--- src/rtl/tim_pscr_tick_gen.sv ---
// Timer prescaler tick generator.
//
// Divides the clock by a run-time loadable divisor and emits a single-cycle
// count-enable pulse (tick) once per divisor period for the downstream timer
// counter. A new divisor is loaded through a valid/ready handshake. Loading
// always passes through a one-cycle LOAD state, during which the block
// refuses further divisors.
//
// Parameters
//   DIV_WIDTH   width of the divisor and of the prescale count
//   DEF_DIV     divisor in effect after reset
//
// Ports
//   clk_i        sole clock, rising edge
//   rst_i        synchronous active-high reset
//   en_i         count enable (IDLE <-> RUN)
//   div_i        requested divisor (0 is treated as 1)
//   div_valid_i  divisor load request
//   div_ready_o  block can accept a divisor (low only in LOAD)
//   div_done_o   current divisor is loaded and in effect
//   tick_o       single-cycle prescaled count-enable pulse
//   div_q_o      effective divisor
//   cnt_o        current prescale count
//
// Every output is a flop; nothing reaches an output combinationally.

module tim_pscr_tick_gen #(
    parameter int          DIV_WIDTH = 20,
    parameter int unsigned DEF_DIV   = 1
) (
    input  logic                 clk_i,
    input  logic                 rst_i,
    input  logic                 en_i,
    input  logic [DIV_WIDTH-1:0] div_i,
    input  logic                 div_valid_i,
    output logic                 div_ready_o,
    output logic                 div_done_o,
    output logic                 tick_o,
    output logic [DIV_WIDTH-1:0] div_q_o,
    output logic [DIV_WIDTH-1:0] cnt_o
);

    localparam logic [DIV_WIDTH-1:0] ONE       = DIV_WIDTH'(1);
    localparam logic [DIV_WIDTH-1:0] ZERO      = '0;
    localparam logic [DIV_WIDTH-1:0] RESET_DIV = DIV_WIDTH'(DEF_DIV);

    typedef enum logic [1:0] {
        IDLE = 2'd0,
        RUN  = 2'd1,
        LOAD = 2'd2
    } state_t;

    state_t state;

    // The counter has reached the last count of the period. The subtraction
    // stays within DIV_WIDTH bits because the effective divisor is never 0,
    // so the all-ones divisor still yields a full-length period.
    logic at_wrap;
    assign at_wrap = (cnt_o == (div_q_o - ONE));

    // Single state machine with registered outputs.
    // Priority: reset, then an accepted handshake, then the state behaviour.
    // An accepted handshake therefore wins over en_i and over a coincident
    // wrap, whose tick is dropped.
    //
    // Entering RUN from IDLE starts the period at count 0; with a divisor of
    // 1 every RUN cycle is a tick, including the first.
    // Leaving LOAD into RUN treats the LOAD cycle itself as count 0 of the
    // new period, so the normal step rule is applied to the cleared count and
    // the first tick lands exactly div_q_o cycles after the LOAD cycle.
    always_ff @(posedge clk_i) begin
        if (rst_i) begin
            state       <= IDLE;
            cnt_o       <= ZERO;
            tick_o      <= 1'b0;
            div_q_o     <= RESET_DIV;
            div_ready_o <= 1'b1;
            div_done_o  <= 1'b1;
        end else if (div_valid_i && div_ready_o) begin
            state       <= LOAD;
            div_q_o     <= (div_i == ZERO) ? ONE : div_i;
            cnt_o       <= ZERO;
            tick_o      <= 1'b0;
            div_ready_o <= 1'b0;
            div_done_o  <= 1'b0;
        end else begin
            div_ready_o <= 1'b1;
            div_done_o  <= 1'b1;
            case (state)
                IDLE: begin
                    cnt_o <= ZERO;
                    if (en_i) begin
                        state  <= RUN;
                        tick_o <= (div_q_o == ONE);
                    end else begin
                        tick_o <= 1'b0;
                    end
                end
                RUN, LOAD: begin
                    if (en_i) begin
                        state <= RUN;
                        if (at_wrap) begin
                            cnt_o  <= ZERO;
                            tick_o <= 1'b1;
                        end else begin
                            cnt_o  <= cnt_o + ONE;
                            tick_o <= 1'b0;
                        end
                    end else begin
                        state  <= IDLE;
                        cnt_o  <= ZERO;
                        tick_o <= 1'b0;
                    end
                end
                default: begin
                    state  <= IDLE;
                    cnt_o  <= ZERO;
                    tick_o <= 1'b0;
                end
            endcase
        end
    end

endmodule

--- config.mk ---
export PLATFORM = sky130hd
export DESIGN_NAME = tim_pscr_tick_gen
export DESIGN_NICKNAME = d
export VERILOG_FILES = /design/src/rtl/tim_pscr_tick_gen.sv
export SDC_FILE = /design/constraint.sdc
export NUM_CORES = 1
export LEC_CHECK = 0
export ABC_AREA = 1
export BUFFER_PORTS_ARGS = -buffer_cell sky130_fd_sc_hd__buf_4
export CORE_ASPECT_RATIO = 2
export CORE_MARGIN = 10
export CORE_UTILIZATION = 46
export DETAILED_ROUTE_END_ITERATION = 16
export GPL_TIMING_DRIVEN = 0
export PLACE_DENSITY = 0.69
export RECOVER_POWER = 50
export SYNTH_ARGS = -nofsm -noshare
export SYNTH_HDL_FRONTEND = slang
export SYNTH_SLANG_ARGS = --single-unit
export TNS_END_PERCENT = 100
--- constraint.sdc ---
create_clock -name clk_i -period 5.75 [get_ports clk_i]
set_input_delay 0 -clock clk_i [delete_from_list [all_inputs] [get_ports clk_i]]
set_output_delay 0 -clock clk_i [all_outputs]
set_load 0.05 [all_outputs]
## After elaboration in Yosys (flattened, before gate mapping)

Cells that the tools add are included.

- Equal/unequal tests: 6
- Multiplexer cells: 10
- $add $sub $neg: 2
- Reductions and logical operators: 6
- Bitwise operators: 2

Operators with widths:

| operator | count |
|---|---|
| $add 20x1->20 const B | 1 |
| $eq 20x1->1 const B | 1 |
| $eq 20x20->1 | 1 |
| $logic_not 20->1 | 1 |
| $mux 20 | 1 |
| $sub 20x1->20 const B | 1 |
| $mux 1 | 5 |
| $reduce_or 5->1 | 1 |
| $mux 2 | 2 |
| $pmux 2 s2 | 1 |
| $reduce_or 2->1 | 2 |
| $ne 3x3->1 const B | 1 |
| $eq 2x1->1 const B | 1 |
| $eq 2x2->1 const B | 1 |
| $logic_not 2->1 | 1 |
| $ne 2x2->1 const B | 1 |
| $not 1->1 | 2 |
| $pmux 1 s2 | 1 |
| $logic_and 1x1->1 | 1 |

- Flip-flop bits (word level): 44
- Output and inout port bits: 43

## Depth between registers and ports, before layout

Gate-level depths: netlist (run 1).

- Depth after elaboration: 5
- Mapped depth: 16
- Gate-level depth less buffers: 15

## Worst setup path before layout (run 1)

Ideal clock, no wire load.

- Kind: flip-flop to flip-flop
- Start point: register div_q_o[0]
- End point: register cnt_o[15]
- Buffers on the path: 1
- Data arrival time: 2.132 ns
- Slack: 3.500 ns
- Clock period less this slack: 2.250 ns
- Stages on the path, launching flop included: 16
- Setup time: 0.118 ns
- Required time: 5.632 ns
- Cell sequence: dfxtp_1 -> inv_2 -> ha_1 -> nand2_1 -> nor2_2 -> nand3_1 -> nand2_1 -> nand2_1 -> nand2_1 -> nand2_1 -> nand3_1 -> nor2_2 -> nand3_2 -> nand2_2 -> buf_6 -> nor2_2

- Longest elaborated chain between the ends: 3

RTL lines:

| element | line | source |
|---|---|---|
| from (decl) | 39 | `output logic [DIV_WIDTH-1:0] div_q_o,` |
| from (signal assigned) | 81 | `div_q_o <= (div_i == ZERO) ? ONE : div_i;` |
| $sub 20x1->20 | 59 | `assign at_wrap = (cnt_o == (div_q_o - ONE));` |
| $eq 20x20->1 | 59 |  |
| $reduce_or 5->1 (no line) | -- |  |
| to (signal assigned) | 106 | `cnt_o <= cnt_o + ONE;` |
| to (decl) | 40 | `output logic [DIV_WIDTH-1:0] cnt_o` |

No other way between the ends.
A chain may end at the register's enable or synchronous reset.

## Worst setup path in the final report (run 1)

- Start point: register div_q_o[0]
- End point: register cnt_o[12]

Same word-level chain as after synthesis.

==> flow_summary.json, run 1 <==
{
  "rsz0062_at_grt": "false",
  "initial_core_util_pct": 47.2,
  "routed_wl_mm": 8.14,
  "fp.dieArea_sq_um": 9510,
  "min_from": "div_i[4]",
  "maxSlewHeadroom_pct": 57.0,
  "slowest_stage": "ha_1",
  "p_per_area_nw_per_um2": 235,
  "root_buffer": "clkbuf_16",
  "drv_slew": 0,
  "post_dp_cell_area_sq_um": 3270,
  "hold-path-cell-count": 3,
  "cp_slowest_stage_delay_ns": 0.38,
  "reg2reg_from": "div_q_o[0]",
  "cts-buffers-inserted": 5,
  "synth_area_leaders": "dfxtp_1 33%, nand2_1 13%, inv_1 9.3%",
  "regToRegSetupSlack_ns": 3.46,
  "synth_top_area_share_pct": 32.7,
  "nNetsFinal": 516,
  "post-route-min-period_ns": 2.29,
  "status": "finished clean",
  "async_flop_share_pct": 0,
  "ys_seq_area_share_pct": 32.7,
  "synthDistinctLibCells": 31,
  "firstDrtPassIters": 4,
  "final_antenna_net_count": 0,
  "whs_endpoint": "div_q_o[4]",
  "yosysMostFrequentCell": "nand2_1",
  "grt_pass1_vias": 2955,
  "final_area_sq_um": 3340,
  "dp_slack_ns": 3.48,
  "die_w_um": 74.1,
  "worstSetupPathType": "reg -> reg",
  "reg2reg_to": "cnt_o[12]",
  "crit_start": "div_q_o[0]",
  "use_met3_pct": 3.64,
  "cp-start-kind": "flop",
  "antenna_found_initial": 1,
  "grt_first_pass_wirelength_mm": 13.5,
  "grt-busiest-layer": "met2",
  "crit_chain": "inv_2, ha_1, nand2_4, o21ai_1, nand2_1, nand2_1, nand2_1, nor2_1, nand2_1, nor2_2, nand3_2, nand2_2, buf_6, nor2_2",
  "setup_slack_ns": 3.46,
  "hold_viol": 0,
  "cts_tree": "built",
  "synth_warnings": 0,
  "setup_violations": 0,
  "hold_path_class": "in -> reg",
  "synthTopCellsByCount": "95 x nand2_1, 67 x inv_1, 49 x nor2_1",
  "drtIter0Drc": 103,
  "worstPathArrival_ns": 2.47,
  "drc": 0,
  "syn_area_sq_um": 2700,
  "synth_cells": 404,
  "drive_gt1_share_pct": 12.7,
  "holdBufCountCts": 10,
  "routed-via-count": 2809,
  "reg2regPathDepth": 14,
  "grtUsageTotal_pct": 17.9,
  "via_per_inst": 5.12,
  "clock-sinks": 44,
  "synth_largest_area_cell": "dfxtp_1",
  "grt_use_met2_pct": 34.4,
  "use_met1_pct": 16.1,
  "row_count": 39,
  "syn_area_per_cell_sq_um": 6.67,
  "place.gp.congestion": 0.921,
  "ir_drop_mv": 0.192,
  "cts.clk_slew.worst_paths_ns": 0.06,
  "path_max_fanout": 10,
  "portBuffers": 66,
  "syn2layout_area_growth_pct": 24.0,
  "p_leak_nw": 1.50,
  "grt_start_max_net_pins": 13,
  "power_uw": 785,
  "synth-seq-cells": 44,
  "synth_enable_flop_cells": 0,
  "gr-total-overflow": 0,
  "clockBufferDepth": 2,
  "syn_nets": 433,
  "max_freq_ghz": 0.437,
  "die_height_um": 128,
  "fin_crit_sh_pct": 39.8,
  "worstMarginPinSlew_ns": 0.648,
  "cts_setup_buffers": 0,
  "coreArea_sq_um": 5710,
  "finish.utilization_pct": 58.6,
  "hpwl_mm": 6.72,
  "wl_per_cell_um": 14.8,
  "crit_top_cell": "nand2_1",
  "ys.flop_type": "dfxtp_1",
  "io_pins": 67,
  "finalClockSkew_ns": 0.00397,
  "worstPathRequired_ns": 5.93,
  "cts-resized-gates": 0,
  "h-tree-depth": 2,
  "clock_latency_ns": 0.29,
  "cp-end-kind": "flop",
  "fin_setup_tns_ns": 0,
  "maxCapViolations": 0
}
-- final cells by class --
cell class / instances / area, sq um
Fill cell: 623 / 2370
Multi-Input combinational cell: 284 / 1510
Sequential cell: 44 / 881
Timing Repair Buffer: 76 / 434
Inverter: 70 / 263
Clock buffer: 6 / 129
Tap cell: 61 / 76.3
Buffer: 6 / 41.3
Clock inverter: 1 / 5.00
Antenna cell: 1 / 2.50
-- where the power goes --
group / internal [mW] / total (mW) / switching [mW]
Clock: 0.158 / 0.271 / 0.113
Sequential: 0.316 / 0.332 / 0.0156
Combinational: 0.0595 / 0.182 / 0.123
-- layout by cell type, fill, tap and decap left out --
master	instances
a21oi_1	2
a22oi_1	1
buf_4	24
buf_6	2
clkbuf_1	47
clkbuf_16	5
clkinv_1	2
clkinv_2	1
dfxtp_1	44
diode_2	1
dlygate4sd3_1	10
ha_1	5
inv_1	67
inv_2	1
nand2_1	95
nand2_2	3
nand2_4	1
nand3_1	29
nand3_2	1
nand3b_1	3
nand4_1	6
nor2_1	49
nor2_2	19
nor2_4	3
nor3_1	5
nor4_1	3
o21ai_0	5
o21ai_1	2
o21bai_1	1
o21bai_2	1
o22ai_1	16
o41ai_1	2
or2_2	1
xnor2_1	10
xor2_1	21
-- flip-flops by register name, summed over array words and instances, names as in the netlist --
signal	cells
cnt_o	20
div_q_o	20
state	2
div_done_o	1
tick_o	1
-- metrics by stage --
stage / hold WS, ns / cells
floorplan: 0.0691 / 404
global placement: 0.183 / 531
detailed placement: 0.187 / 531
CTS: 0.000671 / 548
global route: 0.0197 / 549
finish: 0.00113 / 549
-- logic make-up after synthesis --
logic type                 synth area share, %
buffers and inverters                     11.3
xor gates and xnor gates                  10.1
and+or+nand+nor                           36.7
DFF                                       32.7
adders and majority gates                 2.32
AOI/OAI and AO/OA                         7.01
-- critical path, delay by kind of cell, from the launching register on --
| family | cells | cell delay (ns) |
|---|---|---|
| simple gates | 10 | 0.90 |
| fa+ha+maj | 1 | 0.38 |
| flops | 1 | 0.35 |
| buf+inv | 2 | 0.34 |
| compound gates | 1 | 0.22 |
-- how the worst max path moves through the flow --
stage               depth (start not counted)  slack (ns)   endpoint
finish                                     14        3.46  cnt_o[12]
global route                               16        3.26  cnt_o[16]
CTS                                        16        3.47  cnt_o[12]
detailed placement                         16        3.48  cnt_o[12]
global placement                           14        3.52  cnt_o[10]
floorplan                                  15        3.50  cnt_o[15]
-- per-layer routing --
layer,vias to the layer above,part of all wire [%]
li1,1428,-
met1,1283,34
met4,0,4.7
met2,72,56
met3,26,4.6
met5,-,0
(Power assumes the default switching activity.)
==> run 2, diff against run 1 <==
- PLACE_DENSITY: 0.69 -> 0.71
- clock period: 5.75 -> 2 ns (I/O delays scaled with it)
==> flow_summary.json, run 2 (synthesis gave the netlist of run 1 again) <==
{
  "status": "finished clean",
  "cts_tree": "built",
  "place.gp.congestion": 0.930,
  "setup_slack_ns": 0.000492,
  "antenna_found_initial": 1,
  "combPwrFrac_pct": 23.3,
  "grt_first_pass_wirelength_mm": 13.4,
  "coreArea_sq_um": 5710,
  "p_int_mw": 1.75,
  "drtIter0Drc": 113,
  "die_height_um": 128,
  "top_regs": "cnt_o x20, div_q_o x20, state x2",
  "hold_viol": 0,
  "cts.clk_slew.worst_paths_ns": 0.06,
  "dp_slack_ns": -0.317,
  "p_clk_share_pct": 38.6,
  "final_cell_mix": "95 x nand2_1, 66 x buf_4, 65 x inv_1",
  "power.switching_uw": 760,
  "hold_path_class": "in -> reg",
  "fin_setup_tns_ns": 0,
  "die_w_um": 74.1,
  "worstMarginPinSlew_ns": 0.604,
  "clock-sinks": 44,
  "drive_gt1_share_pct": 25.0,
  "ir_drop_mv": 0.817,
  "cts-buffers-inserted": 5,
  "cp-start-kind": "flop",
  "grtUsageTotal_pct": 17.8,
  "portBuffers": 66,
  "p_per_area_nw_per_um2": 679,
  "root_buffer": "clkbuf_16",
  "drc": 0,
  "path_max_fanout": 10,
  "nNetsFinal": 524,
  "worstSetupPathType": "reg -> reg",
  "grt_start_max_net_pins": 15,
  "fp.dieArea_sq_um": 9510,
  "final_common_cell": "nand2_1",
  "cp-end-kind": "flop",
  "netSwitchingFraction_pct": 30.3,
  "worstPathArrival_ns": 2.18,
  "p_leak_nw": 1.73,
  "worstPathRequired_ns": 2.18,
  "maxCapViolations": 0,
  "max_freq_ghz": 0.500,
  "routed_wl_mm": 8.28,
  "drv_slew": 0,
  "wl_per_cell_um": 14.8,
  "rsz0062_at_grt": "true",
  "maxSlewHeadroom_pct": 59.9,
  "h-tree-depth": 2,
  "row_count": 39,
  "p_seq_share_pct": 38.0,
  "io_pins": 67,
  "fin_crit_sh_pct": 100,
  "initial_core_util_pct": 47.2,
  "regArea_sq_um": 893,
  "post-route-min-period_ns": 2.00,
  "final_antenna_net_count": 0,
  "syn2layout_area_growth_pct": 37.1,
  "setup_violations": 0,
  "finalClockSkew_ns": 0.00466,
  "firstDrtPassIters": 4,
  "gr-total-overflow": 0,
  "hpwl_mm": 6.71,
  "multi_input_area_sq_um": 1570,
  "via_per_inst": 5.18,
  "routed-via-count": 2893,
  "clockBufferDepth": 2,
  "fillers": 530,
  "clock_latency_ns": 0.29,
  "grt_pass1_vias": 2990
}
==> run 2: cell types whose count changed in the layout (fill, tap and decap cells not counted), sizes merged <==
cell | previous run | this run
buf | 26 | 70
bufinv | 0 | 1
clkbuf | 52 | 14
dlygate4sd3 | 10 | 12
==> run 2: layout make-up <==
class                           instances  area share (%)
Clock inverter                          2            1.05
Timing Repair Buffer                   84            17.8
Sequential cell                        44            24.2
Buffer                                  6            1.46
Tap cell                               61            2.06
Antenna cell                            1          0.0677
Inverter                               70            7.31
Multi-Input combinational cell        284            42.3
Clock buffer                            6            3.76
==> run 2: worst paths after layout <==
path	start	to	slack, ns	cells past startpoint
setup / recovery	div_q_o[1]	cnt_o[16]	0.0005	14
hold / removal	div_i[18]	div_q_o[18]	0.007	3
setup reg to reg	div_q_o[1]	cnt_o[16]	0.0005	14
hold reg to reg	cnt_o[0]	cnt_o[0]	0.46	1
==> run 2: power by group through the flow <==
stage / sequential (mW) / clock (mW) / combinational, mW
after floorplan: 1.06 / 0 / 0.278
after global placement: 0.971 / 0 / 0.525
after detailed placement: 0.972 / 0 / 0.533
after CTS: 0.954 / 0.992 / 0.566
after global routing: 0.959 / 1.01 / 0.647
final: 0.956 / 0.970 / 0.586
==> run 2: what timing repair did <==
item | 4_1_cts | 5_1_grt
gates resized for setup | 10 | 12
hold buffers | 12 | 0
endpoints found under the hold margin | 12 | 0
endpoints found under the setup margin | 21 | 21
setup buffers | 2 | 4
pin swaps | 2 | 1
==> run 2: routing by layer <==
metal | track usage, % | part of all wire [%]
met1 | 15.5 | 34
met4 | 12.3 | 4.5
met2 | 32.7 | 56
met3 | 4.88 | 5.1
met5 | 0 | 0
==> run 2: per-stage QoR <==
stage               utilization (%)  hold slack [ns]  instances  instance area (sq um)  power, mW
floorplan                         -           0.0691        404                   2710       1.34
global placement               57.4            0.185        531                   3280       1.50
detailed placement             57.4            0.188        531                   3280       1.51
CTS                            63.6          0.00208        553                   3630       2.51
global route                   64.8           0.0140        558                   3700       2.62
finish                         64.8          0.00692        558                   3700       2.51
==> run 2: worst max-delay path, cell delays in order (launching register included) <==
cell and delay, ns:
dfxtp_4 0.35, buf_12 0.12, nor2_4 0.16, nand2_2 0.10, nor2_4 0.16, nand2_1 0.06
nand2_1 0.09, nor2_1 0.05, nor2_1 0.15, nand2_1 0.08, nor2_2 0.09, nand3_2 0.14
nand2_4 0.13, buf_12 0.15, nor2_2 0.04
